File: src/rtl/issue_scoreboard_if.sv
// ID-stage issue bundle for the dual-issue scoreboard: ID pair, EX squash,
// WB retire, and the stall / pending / counter results.
interface issue_scoreboard_if #(
    parameter int NREG = 32,
    parameter int AW   = 5,
    parameter int SCW  = 32
);
    logic            ID_valid_a, ID_valid_b;
    logic [AW-1:0]   ID_rf_raddr_a1, ID_rf_raddr_a2, ID_rf_raddr_b1, ID_rf_raddr_b2;
    logic [AW-1:0]   ID_rf_waddr_a, ID_rf_waddr_b;
    logic            ID_rf_we_a, ID_rf_we_b;
    logic            ID_long_a, ID_long_b;
    logic            EX_stall;
    logic            EX_kill_b;
    logic [AW-1:0]   EX_rf_waddr_b;
    logic            EX_long_b;
    logic            WB_rf_we_a, WB_rf_we_b, WB_long_a, WB_long_b;
    logic [AW-1:0]   WB_rf_waddr_a, WB_rf_waddr_b;
    logic            ID_stall;
    logic [NREG-1:0] pending_vec;
    logic [SCW-1:0]  stall_cnt;

    modport master (
        output ID_valid_a, ID_valid_b, ID_rf_raddr_a1, ID_rf_raddr_a2,
               ID_rf_raddr_b1, ID_rf_raddr_b2, ID_rf_waddr_a, ID_rf_waddr_b,
               ID_rf_we_a, ID_rf_we_b, ID_long_a, ID_long_b, EX_stall,
               EX_kill_b, EX_rf_waddr_b, EX_long_b,
               WB_rf_we_a, WB_rf_we_b, WB_long_a, WB_long_b,
               WB_rf_waddr_a, WB_rf_waddr_b,
        input  ID_stall, pending_vec, stall_cnt
    );

    modport slave (
        input  ID_valid_a, ID_valid_b, ID_rf_raddr_a1, ID_rf_raddr_a2,
               ID_rf_raddr_b1, ID_rf_raddr_b2, ID_rf_waddr_a, ID_rf_waddr_b,
               ID_rf_we_a, ID_rf_we_b, ID_long_a, ID_long_b, EX_stall,
               EX_kill_b, EX_rf_waddr_b, EX_long_b,
               WB_rf_we_a, WB_rf_we_b, WB_long_a, WB_long_b,
               WB_rf_waddr_a, WB_rf_waddr_b,
        output ID_stall, pending_vec, stall_cnt
    );
endinterface

File: src/rtl/issue_scoreboard.sv
// Dual-issue register scoreboard: tracks outstanding long-latency destinations
// and stalls the ID pair on RAW or long-long WAW collisions.
module issue_scoreboard #(
    parameter int NREG = 32,
    parameter int AW   = 5,
    parameter int SCW  = 32
) (
    input logic               clk,
    input logic               rstn,
    issue_scoreboard_if.slave sb
);

    logic [NREG-1:0] clear_vec;
    logic [NREG-1:0] set_vec;
    logic [NREG-1:0] eff_pending;
    logic [NREG-1:0] pending_next;
    logic            hazard_a, hazard_b;
    logic            any_valid;
    logic            accept;

    function automatic logic slot_hazard(
        input logic            valid,
        input logic [AW-1:0]   src1,
        input logic [AW-1:0]   src2,
        input logic            we,
        input logic            is_long,
        input logic [AW-1:0]   dst,
        input logic [NREG-1:0] eff
    );
        logic hit;
        hit = 1'b0;
        if (src1 != '0 && eff[src1]) hit = 1'b1;
        if (src2 != '0 && eff[src2]) hit = 1'b1;
        if (we && is_long && dst != '0 && eff[dst]) hit = 1'b1;
        return valid & hit;
    endfunction

    // Retiring long results and squashed slot-B producers release their register this cycle.
    always_comb begin
        clear_vec = '0;
        if (sb.WB_rf_we_a && sb.WB_long_a) clear_vec[sb.WB_rf_waddr_a] = 1'b1;
        if (sb.WB_rf_we_b && sb.WB_long_b) clear_vec[sb.WB_rf_waddr_b] = 1'b1;
        if (sb.EX_kill_b && sb.EX_long_b)  clear_vec[sb.EX_rf_waddr_b] = 1'b1;
    end

    assign eff_pending = sb.pending_vec & ~clear_vec;

    assign hazard_a = slot_hazard(sb.ID_valid_a, sb.ID_rf_raddr_a1, sb.ID_rf_raddr_a2,
                                  sb.ID_rf_we_a, sb.ID_long_a, sb.ID_rf_waddr_a, eff_pending);
    assign hazard_b = slot_hazard(sb.ID_valid_b, sb.ID_rf_raddr_b1, sb.ID_rf_raddr_b2,
                                  sb.ID_rf_we_b, sb.ID_long_b, sb.ID_rf_waddr_b, eff_pending);

    assign any_valid   = sb.ID_valid_a | sb.ID_valid_b;
    assign sb.ID_stall = hazard_a | hazard_b | sb.EX_stall;
    assign accept      = ~sb.ID_stall & any_valid;

    always_comb begin
        set_vec = '0;
        if (accept) begin
            if (sb.ID_valid_a && sb.ID_rf_we_a && sb.ID_long_a) set_vec[sb.ID_rf_waddr_a] = 1'b1;
            if (sb.ID_valid_b && sb.ID_rf_we_b && sb.ID_long_b) set_vec[sb.ID_rf_waddr_b] = 1'b1;
        end
    end

    // Set is applied after clear so a new producer wins over a same-cycle retire.
    assign pending_next = (sb.pending_vec & ~clear_vec) | set_vec;

    always_ff @(posedge clk or negedge rstn) begin
        if (!rstn) begin
            sb.pending_vec <= '0;
        end else begin
            sb.pending_vec <= {pending_next[NREG-1:1], 1'b0};
        end
    end

    always_ff @(posedge clk or negedge rstn) begin
        if (!rstn) begin
            sb.stall_cnt <= '0;
        end else if (any_valid && sb.ID_stall && !(&sb.stall_cnt)) begin
            sb.stall_cnt <= sb.stall_cnt + SCW'(1);
        end
    end

endmodule

File: src/flat_wrapper.sv
// flat-port wrapper written by rule: the top's interface ports become plain ports
module issue_scoreboard_flat 
#(
    parameter int NREG = 32,
    parameter int AW   = 5,
    parameter int SCW  = 32
)
  (clk, rstn, sb_ID_valid_a, sb_ID_valid_b, sb_ID_rf_raddr_a1, sb_ID_rf_raddr_a2, sb_ID_rf_raddr_b1, sb_ID_rf_raddr_b2, sb_ID_rf_waddr_a, sb_ID_rf_waddr_b, sb_ID_rf_we_a, sb_ID_rf_we_b, sb_ID_long_a, sb_ID_long_b, sb_EX_stall, sb_EX_kill_b, sb_EX_rf_waddr_b, sb_EX_long_b, sb_WB_rf_we_a, sb_WB_rf_we_b, sb_WB_long_a, sb_WB_long_b, sb_WB_rf_waddr_a, sb_WB_rf_waddr_b, sb_ID_stall, sb_pending_vec, sb_stall_cnt);
  issue_scoreboard_if #(.NREG(NREG), .AW(AW), .SCW(SCW)) sb_i ();
  input logic clk;
  input logic rstn;
  input wire logic [$bits(sb_i.ID_valid_a)-1:0] sb_ID_valid_a;
  input wire logic [$bits(sb_i.ID_valid_b)-1:0] sb_ID_valid_b;
  input wire logic [$bits(sb_i.ID_rf_raddr_a1)-1:0] sb_ID_rf_raddr_a1;
  input wire logic [$bits(sb_i.ID_rf_raddr_a2)-1:0] sb_ID_rf_raddr_a2;
  input wire logic [$bits(sb_i.ID_rf_raddr_b1)-1:0] sb_ID_rf_raddr_b1;
  input wire logic [$bits(sb_i.ID_rf_raddr_b2)-1:0] sb_ID_rf_raddr_b2;
  input wire logic [$bits(sb_i.ID_rf_waddr_a)-1:0] sb_ID_rf_waddr_a;
  input wire logic [$bits(sb_i.ID_rf_waddr_b)-1:0] sb_ID_rf_waddr_b;
  input wire logic [$bits(sb_i.ID_rf_we_a)-1:0] sb_ID_rf_we_a;
  input wire logic [$bits(sb_i.ID_rf_we_b)-1:0] sb_ID_rf_we_b;
  input wire logic [$bits(sb_i.ID_long_a)-1:0] sb_ID_long_a;
  input wire logic [$bits(sb_i.ID_long_b)-1:0] sb_ID_long_b;
  input wire logic [$bits(sb_i.EX_stall)-1:0] sb_EX_stall;
  input wire logic [$bits(sb_i.EX_kill_b)-1:0] sb_EX_kill_b;
  input wire logic [$bits(sb_i.EX_rf_waddr_b)-1:0] sb_EX_rf_waddr_b;
  input wire logic [$bits(sb_i.EX_long_b)-1:0] sb_EX_long_b;
  input wire logic [$bits(sb_i.WB_rf_we_a)-1:0] sb_WB_rf_we_a;
  input wire logic [$bits(sb_i.WB_rf_we_b)-1:0] sb_WB_rf_we_b;
  input wire logic [$bits(sb_i.WB_long_a)-1:0] sb_WB_long_a;
  input wire logic [$bits(sb_i.WB_long_b)-1:0] sb_WB_long_b;
  input wire logic [$bits(sb_i.WB_rf_waddr_a)-1:0] sb_WB_rf_waddr_a;
  input wire logic [$bits(sb_i.WB_rf_waddr_b)-1:0] sb_WB_rf_waddr_b;
  output wire logic [$bits(sb_i.ID_stall)-1:0] sb_ID_stall;
  output wire logic [$bits(sb_i.pending_vec)-1:0] sb_pending_vec;
  output wire logic [$bits(sb_i.stall_cnt)-1:0] sb_stall_cnt;
  assign sb_i.ID_valid_a = sb_ID_valid_a;
  assign sb_i.ID_valid_b = sb_ID_valid_b;
  assign sb_i.ID_rf_raddr_a1 = sb_ID_rf_raddr_a1;
  assign sb_i.ID_rf_raddr_a2 = sb_ID_rf_raddr_a2;
  assign sb_i.ID_rf_raddr_b1 = sb_ID_rf_raddr_b1;
  assign sb_i.ID_rf_raddr_b2 = sb_ID_rf_raddr_b2;
  assign sb_i.ID_rf_waddr_a = sb_ID_rf_waddr_a;
  assign sb_i.ID_rf_waddr_b = sb_ID_rf_waddr_b;
  assign sb_i.ID_rf_we_a = sb_ID_rf_we_a;
  assign sb_i.ID_rf_we_b = sb_ID_rf_we_b;
  assign sb_i.ID_long_a = sb_ID_long_a;
  assign sb_i.ID_long_b = sb_ID_long_b;
  assign sb_i.EX_stall = sb_EX_stall;
  assign sb_i.EX_kill_b = sb_EX_kill_b;
  assign sb_i.EX_rf_waddr_b = sb_EX_rf_waddr_b;
  assign sb_i.EX_long_b = sb_EX_long_b;
  assign sb_i.WB_rf_we_a = sb_WB_rf_we_a;
  assign sb_i.WB_rf_we_b = sb_WB_rf_we_b;
  assign sb_i.WB_long_a = sb_WB_long_a;
  assign sb_i.WB_long_b = sb_WB_long_b;
  assign sb_i.WB_rf_waddr_a = sb_WB_rf_waddr_a;
  assign sb_i.WB_rf_waddr_b = sb_WB_rf_waddr_b;
  assign sb_ID_stall = sb_i.ID_stall;
  assign sb_pending_vec = sb_i.pending_vec;
  assign sb_stall_cnt = sb_i.stall_cnt;
  issue_scoreboard #(.NREG(NREG), .AW(AW), .SCW(SCW)) u_core (.clk(clk), .rstn(rstn), .sb(sb_i));
endmodule
File: config.mk
export PLATFORM = sky130hd
export DESIGN_NAME = issue_scoreboard_flat
export DESIGN_NICKNAME = d
export VERILOG_FILES = /design/src/rtl/issue_scoreboard_if.sv /design/src/rtl/issue_scoreboard.sv /design/src/flat_wrapper.sv
export SDC_FILE = /design/constraint.sdc
export NUM_CORES = 1
export LEC_CHECK = 0
export ABC_AREA = 1
export CORE_MARGIN = 8
export CORE_UTILIZATION = 30
export CTS_CLUSTER_DIAMETER = 40
export DETAILED_ROUTE_END_ITERATION = 7
export HOLD_SLACK_MARGIN = 0.02
export SYNTH_ARGS = -nofsm -noshare
export SYNTH_HDL_FRONTEND = slang
export SYNTH_SLANG_ARGS = --single-unit
File: constraint.sdc
create_clock -name clk -period 2.9 [get_ports clk]
set_input_delay 0.29 -clock clk [delete_from_list [all_inputs] [get_ports clk]]
set_output_delay 0.29 -clock clk [all_outputs]
set_load 0.02 [all_outputs]
# Yosys cells after proc, flatten, opt, wreduce, memory -nomap -nowiden
# Cells that the tools add are included.
# word_totals
ff_bits	63
output_inout_bits	65
elab_cells	97
# classes
bitwise_logic	13
n_mux	35
add_sub_neg	1
reduce_logical	32
n_lt_le_gt_ge	14
# ops
operator	n
two-way mux 32 bit	7
bitwise OR 32 bit	4
< comparator 5 x 6 -> 1 bit, second input constant	9
adder 32 x 1 -> 32 bit, second input constant	1
bitwise AND 32 bit	1
inverter 32 bit	1
AND reduction 32 bit	1
binary-select mux 1 bit (select 5 bit)	6
nonzero test 5 bit	6
demux 1 bit (select 5 bit)	5
>= comparator 5 x 1 -> 1 bit, second input constant	5
logical AND 1 bit	24
two-way mux 1 bit	17
bitwise AND 1 bit	3
bitwise OR 1 bit	3
zero test 1 bit	1
inverter 1 bit	1

# Logic depth before layout (Yosys ltp)
# depth
word_depth	27
mapped_depth	22
ltp_nobuf	21

# Least setup slack after synthesis
# No wires, ideal clock.
# synth_timing
path_type	reg2reg
from	register u_core.sb.stall_cnt[2]
to	register u_core.sb.stall_cnt[27]
setup_slack_ps	579
n_path_buf	1
arrival_time_ps	2203
setup_time_ps	118
path_stages_with_launch	11
period_less_slack_ps	2321
path_cell_list	dfrtp_1 -> inv_1 -> nor4_1 -> nand2_1 -> nor2_1 -> nand4_1 -> nor4_1 -> nand3_1 -> clkbuf_1 -> nand4_1 -> nand2_1
# synth_between
elab_chain_len	3
word_cells_on_any_way	4
classes_between	add/sub (1); reduce/logical (3)
# synth_rtl
element	line	rtl
start: declaration	issue_scoreboard_if.sv:40	output ID_stall, pending_vec, stall_cnt
start signal: assignment	issue_scoreboard.sv:80	sb.stall_cnt <= sb.stall_cnt + SCW'(1);
branches (longest 3 deep; another with adder 32 x 1 -> 32 bit)	-	
# Several ways; the timed one is not identified.
# A chain may end at the register's enable or synchronous reset.

# Worst setup path after layout
# layout_timing
from	input sb_WB_rf_we_b
to	register u_core.sb.pending_vec[22]
# layout_between
elab_chain_len	19
word_cells_on_any_way	38
classes_between	mux (21); bitwise (10); reduce/logical (7)
# layout_rtl
element	line	rtl
start: declaration	flat_wrapper.sv:29	input wire logic [$bits(sb_i.WB_rf_we_b)-1:0] sb_WB_rf_we_b;
logical AND 1 bit (*)	issue_scoreboard.sv:42	if (sb.WB_rf_we_b && sb.WB_long_b) clear_vec[sb.WB_rf_waddr_b] = 1'b1;
two-way mux 32 bit (*)	issue_scoreboard.sv:42	
bitwise OR 32 bit (no source line)	-	
two-way mux 32 bit (*)	issue_scoreboard.sv:43	if (sb.EX_kill_b && sb.EX_long_b) clear_vec[sb.EX_rf_waddr_b] = 1'b1;
inverter 32 bit (*)	issue_scoreboard.sv:46, issue_scoreboard.sv:66	
bitwise AND 32 bit (*)	issue_scoreboard.sv:46, issue_scoreboard.sv:66	
binary-select mux 1 bit (select 5 bit)	issue_scoreboard.sv:32	if (src1 != '0 && eff[src1]) hit = 1'b1;
two-way mux 1 bit (implied by the code)	issue_scoreboard.sv:32	
[3 not listed]	-	
two-way mux 1 bit	issue_scoreboard.sv:34	if (we && is_long && dst != '0 && eff[dst]) hit = 1'b1;
bitwise AND 1 bit	issue_scoreboard.sv:35	return valid & hit;
bitwise OR 1 bit (2 in series)	issue_scoreboard.sv:54	assign sb.ID_stall = hazard_a | hazard_b | sb.EX_stall;
inverter 1 bit	issue_scoreboard.sv:55	assign accept = ~sb.ID_stall & any_valid;
bitwise AND 1 bit	issue_scoreboard.sv:55	
two-way mux 32 bit	issue_scoreboard.sv:59	if (accept) begin
bitwise OR 32 bit (*)	issue_scoreboard.sv:66	assign pending_next = (sb.pending_vec & ~clear_vec) | set_vec;
named net u_core.pending_next[22]	issue_scoreboard.sv:16	logic [NREG-1:0] pending_next;
end signal: assignment	issue_scoreboard.sv:72	sb.pending_vec <= {pending_next[NREG-1:1], 1'b0};
end: declaration	issue_scoreboard_if.sv:40	
# The timed path passes the listed nets; every way through them passes the cells marked *. The select of a mux whose other input is x is not followed.

==> summary.txt <==
Outcome
  – Status: completed

GRT
  – Largest net degree at the start of global routing: 32
  – Grt total ovfl: 0
  – First-pass GRT wire length: 53.1 mm
  – GRT Total Usage: 25.4%
  – Initial antenna violation count: 0
  – Vias in the first global route: 8997

Place
  – Hpwl dp: 27.1 mm
  – Placed Instances: 1742
  – PortBufs: 123
  – RD Place Congestion: 1.03
  – DP Worst Slack: -0.802 ns

Floorplanning
  – Die Y: 165 um
  – Ports: 125
  – Starting density of the core: 30.5%
  – Core box area: 21800 um2
  – Die Wd: 165 um
  – Die ar.: 27200 um2
  – Rows: 54

CTS
  – Worst-skew pair later-pin latency: 0.33 ns
  – CTS HTree Levels: 3
  – CTS Sinks: 63
  – CTS buffer count: 9
  – # hold bufs at CTS: 0
  – Longest Clk Path Bufs: 2
  – CTS tree: done
  – Root buf cell: clkbuf_16
  – Clk slew on worst S/H paths: 0.06 ns

Worst setup path
  – CP endpoint kind: flip-flop
  – CP cell instances: dlygate4sd2_1 > nand2_4 > buf_6 > nor3_4 > buf_4 > nand3_2 > nand4_1 > buf_4 > buf_4 > nand2_1 > nand3_1 > nand3_1 > nand2_1 > nand2_1 > nand2_2 > nand3_4 > buf_6 > buf_4 > a21oi_4 > buf_12 > buf_16 > nand4_1 > nand2_1
  – Slowest-stage cell, CP: dlygate4sd2_1
  – CP required: 3.17 ns
  – Crit start category: input pin
  – Critical-path maximum fanout: 15
  – Crit path largest cell delay: 0.24 ns
  – Crit Path Category: input pin to flip-flop
  – WP buf/inv: 9
  – Worst path arrival time: 3.04 ns
  – Top Family by Delay on Critical Path: buffers and inverters

Logic synthesis
  – Syn_nets: 1251
  – Synth Cell Area: 6650 um2
  – Synth cell types: 34
  – Ys Warns: 0
  – Syn avg cell area: 5.59 um2
  – Seq/Total Area, Yosys: 23.7%
  – Synth top area share: 25.9%
  – Synth area leaders: nand2_1 (26%), dfrtp_1 (24%), nand3_1 (7.8%)
  – Synth Instances: 1190
  – Synth area leader: nand2_1
  – Seq cells post-synth: 63

STA
  – Fmax: 361 MHz
  – Final worst slack: 0.126 ns
  – Fin Clk Skew: 0.00985 ns
  – Hold WS: 0.00989 ns
  – Worst slew margin: 50.9%
  – Actual slew at the worst max-slew pin: 0.736 ns
  – Final Setup Violations: 0
  – Min Tclk post-route: 2.77 ns
  – Final Max Tran Viols: 0
  – Hold Vio Cnt, Final: 0
  – RSZ-0062 raised after global routing: true
  – Tcrit/Tclk final: 95.6%

Pwr
  – VDD IR max: 328 uV
  – Power Density: 337 nW/um2
  – Lkg Pwr: 5.09 nW
  – Overall power consumption: 3.62 mW

Layout
  – FILL cells: 2278
  – Layout Nets: 1567
  – Non-Filler Instances: 1790
  – Antenna Cells: 0
  – Multi-input logic area: 4930 um2
  – FF/Latch Area: 1580 um2
  – Layout cells sized above 1: 24.8%
  – Area grow syn2layout: 61.4%

Drt
  – Routed wire length per instance: 19.5 um
  – Initial drt markers: 911
  – Antenna-violating nets left: 0
  – Final wirelength: 34.9 mm
  – Via count: 9581
  – Via density: 5.35
  – Residual DRC: 0
  – Initial DRT Pass Iterations: 6

Run
  – Max cap viols: 0

Hold path
  – HP Class: input pin to asynchronous set/reset pin
-- Yosys cell counts, drive strengths merged --
master,instances
a31oi,1
nor2,151
or2,1
a21oi,31
o21ai,31
nor4,10
xnor2,8
inv,121
ha,1
clkinv,1
o22ai,28
xor2,21
conb,1
buf,16
nand3,105
nor3,32
nand2,461
nand3b,1
o21bai,2
nand4,81
clkbuf,18
a21boi,2
dfrtp,63
o211ai,3
-- sequential cells by signal, summed over array words and instances (netlist names) --
signal	count
u_core.sb.stall_cnt	32
u_core.sb.pending_vec	31
-- worst paths after layout --
path,from,end,slack [ns],depth (start not counted)
setup / recovery,sb_WB_rf_we_b,u_core.sb.pending_vec[22]$_DFF_PN0_,0.13,23
hold / removal,rstn,u_core.sb.stall_cnt[24]$_DFFE_PN0P_,0.01,1
setup reg to reg,u_core.sb.stall_cnt[2]$_DFFE_PN0P_,u_core.sb.stall_cnt[31]$_DFFE_PN0P_,0.30,10
hold reg to reg,u_core.sb.stall_cnt[3]$_DFFE_PN0P_,u_core.sb.stall_cnt[3]$_DFFE_PN0P_,0.54,2
max in group asynchronous,rstn,u_core.sb.stall_cnt[8]$_DFFE_PN0P_,2.17,2
min in group clk,u_core.sb.stall_cnt[3]$_DFFE_PN0P_,u_core.sb.stall_cnt[3]$_DFFE_PN0P_,0.54,2
-- cell families after synthesis --
kind of cell / count (synthesis) / synth area share, %
and+or+nand+nor: 842 / 54.7
xor gates and xnor gates: 29 / 3.82
other: 1 / 0.0564
AOI/OAI and AO/OA: 98 / 8.24
adders and majority gates: 1 / 0.188
buffers and inverters: 156 / 9.25
DFF: 63 / 23.7
-- metrics by stage --
| step | area (um2) | setup TNS (ns) | utilization (%) |
|---|---|---|---|
| after detailed placement | 9610 | -39.77 | 44.0 |
| after global placement | 9610 | -39.90 | 44.0 |
| after CTS | 10600 | 0 | 48.4 |
| after floorplan | 6650 | 0 | - |
| after global routing | 10700 | -0.00713 | 49.2 |
| final | 10700 | 0 | 49.2 |
-- final cells by class --
class / count / share of cell area (%)
clock buffers: 12 / 2.39
clock inverters: 3 / 0.396
inverters: 122 / 4.38
multi-input cells: 971 / 45.9
flip-flops and latches: 63 / 14.7
well taps: 280 / 3.26
repair buffers: 339 / 29.0
-- power breakdown --
group	total (mW)	internal, mW	switching (mW)
Combinational	1.47	0.638	0.830
Sequential	1.04	0.944	0.0923
Clock	1.11	0.706	0.405
Total	3.62	2.29	1.33
-- what timing repair did --
action / CTS / global route
setup endpoints to repair: 64 / 63
buffers inserted: 24 / 9
resized for setup: 148 / 85
pin swaps: 36 / 38
cloned: 3 / 0
-- layer usage --
layer	vias up	wire length [um]	global-route usage [%]
met2	549	14700	38.2
li1	4544	-	-
met3	87	3690	4.31
met1	4401	15100	35.6
met5	-	0	0
met4	0	1480	9.34
-- layout by cell type (no fill, tap or decap), types with 26 or more instances in the layout --
| cell type | n |
|---|---|
| a21oi_1 | 27 |
| nand2_1 | 432 |
| nor2_4 | 27 |
| nor2_1 | 109 |
| inv_1 | 93 |
| nand3_1 | 95 |
| dfrtp_1 | 63 |
| o22ai_1 | 28 |
| clkdlybuf4s50_1 | 100 |
| buf_4 | 172 |
| nand4_1 | 81 |
| nor3_1 | 26 |
(Power assumes the default switching activity.)
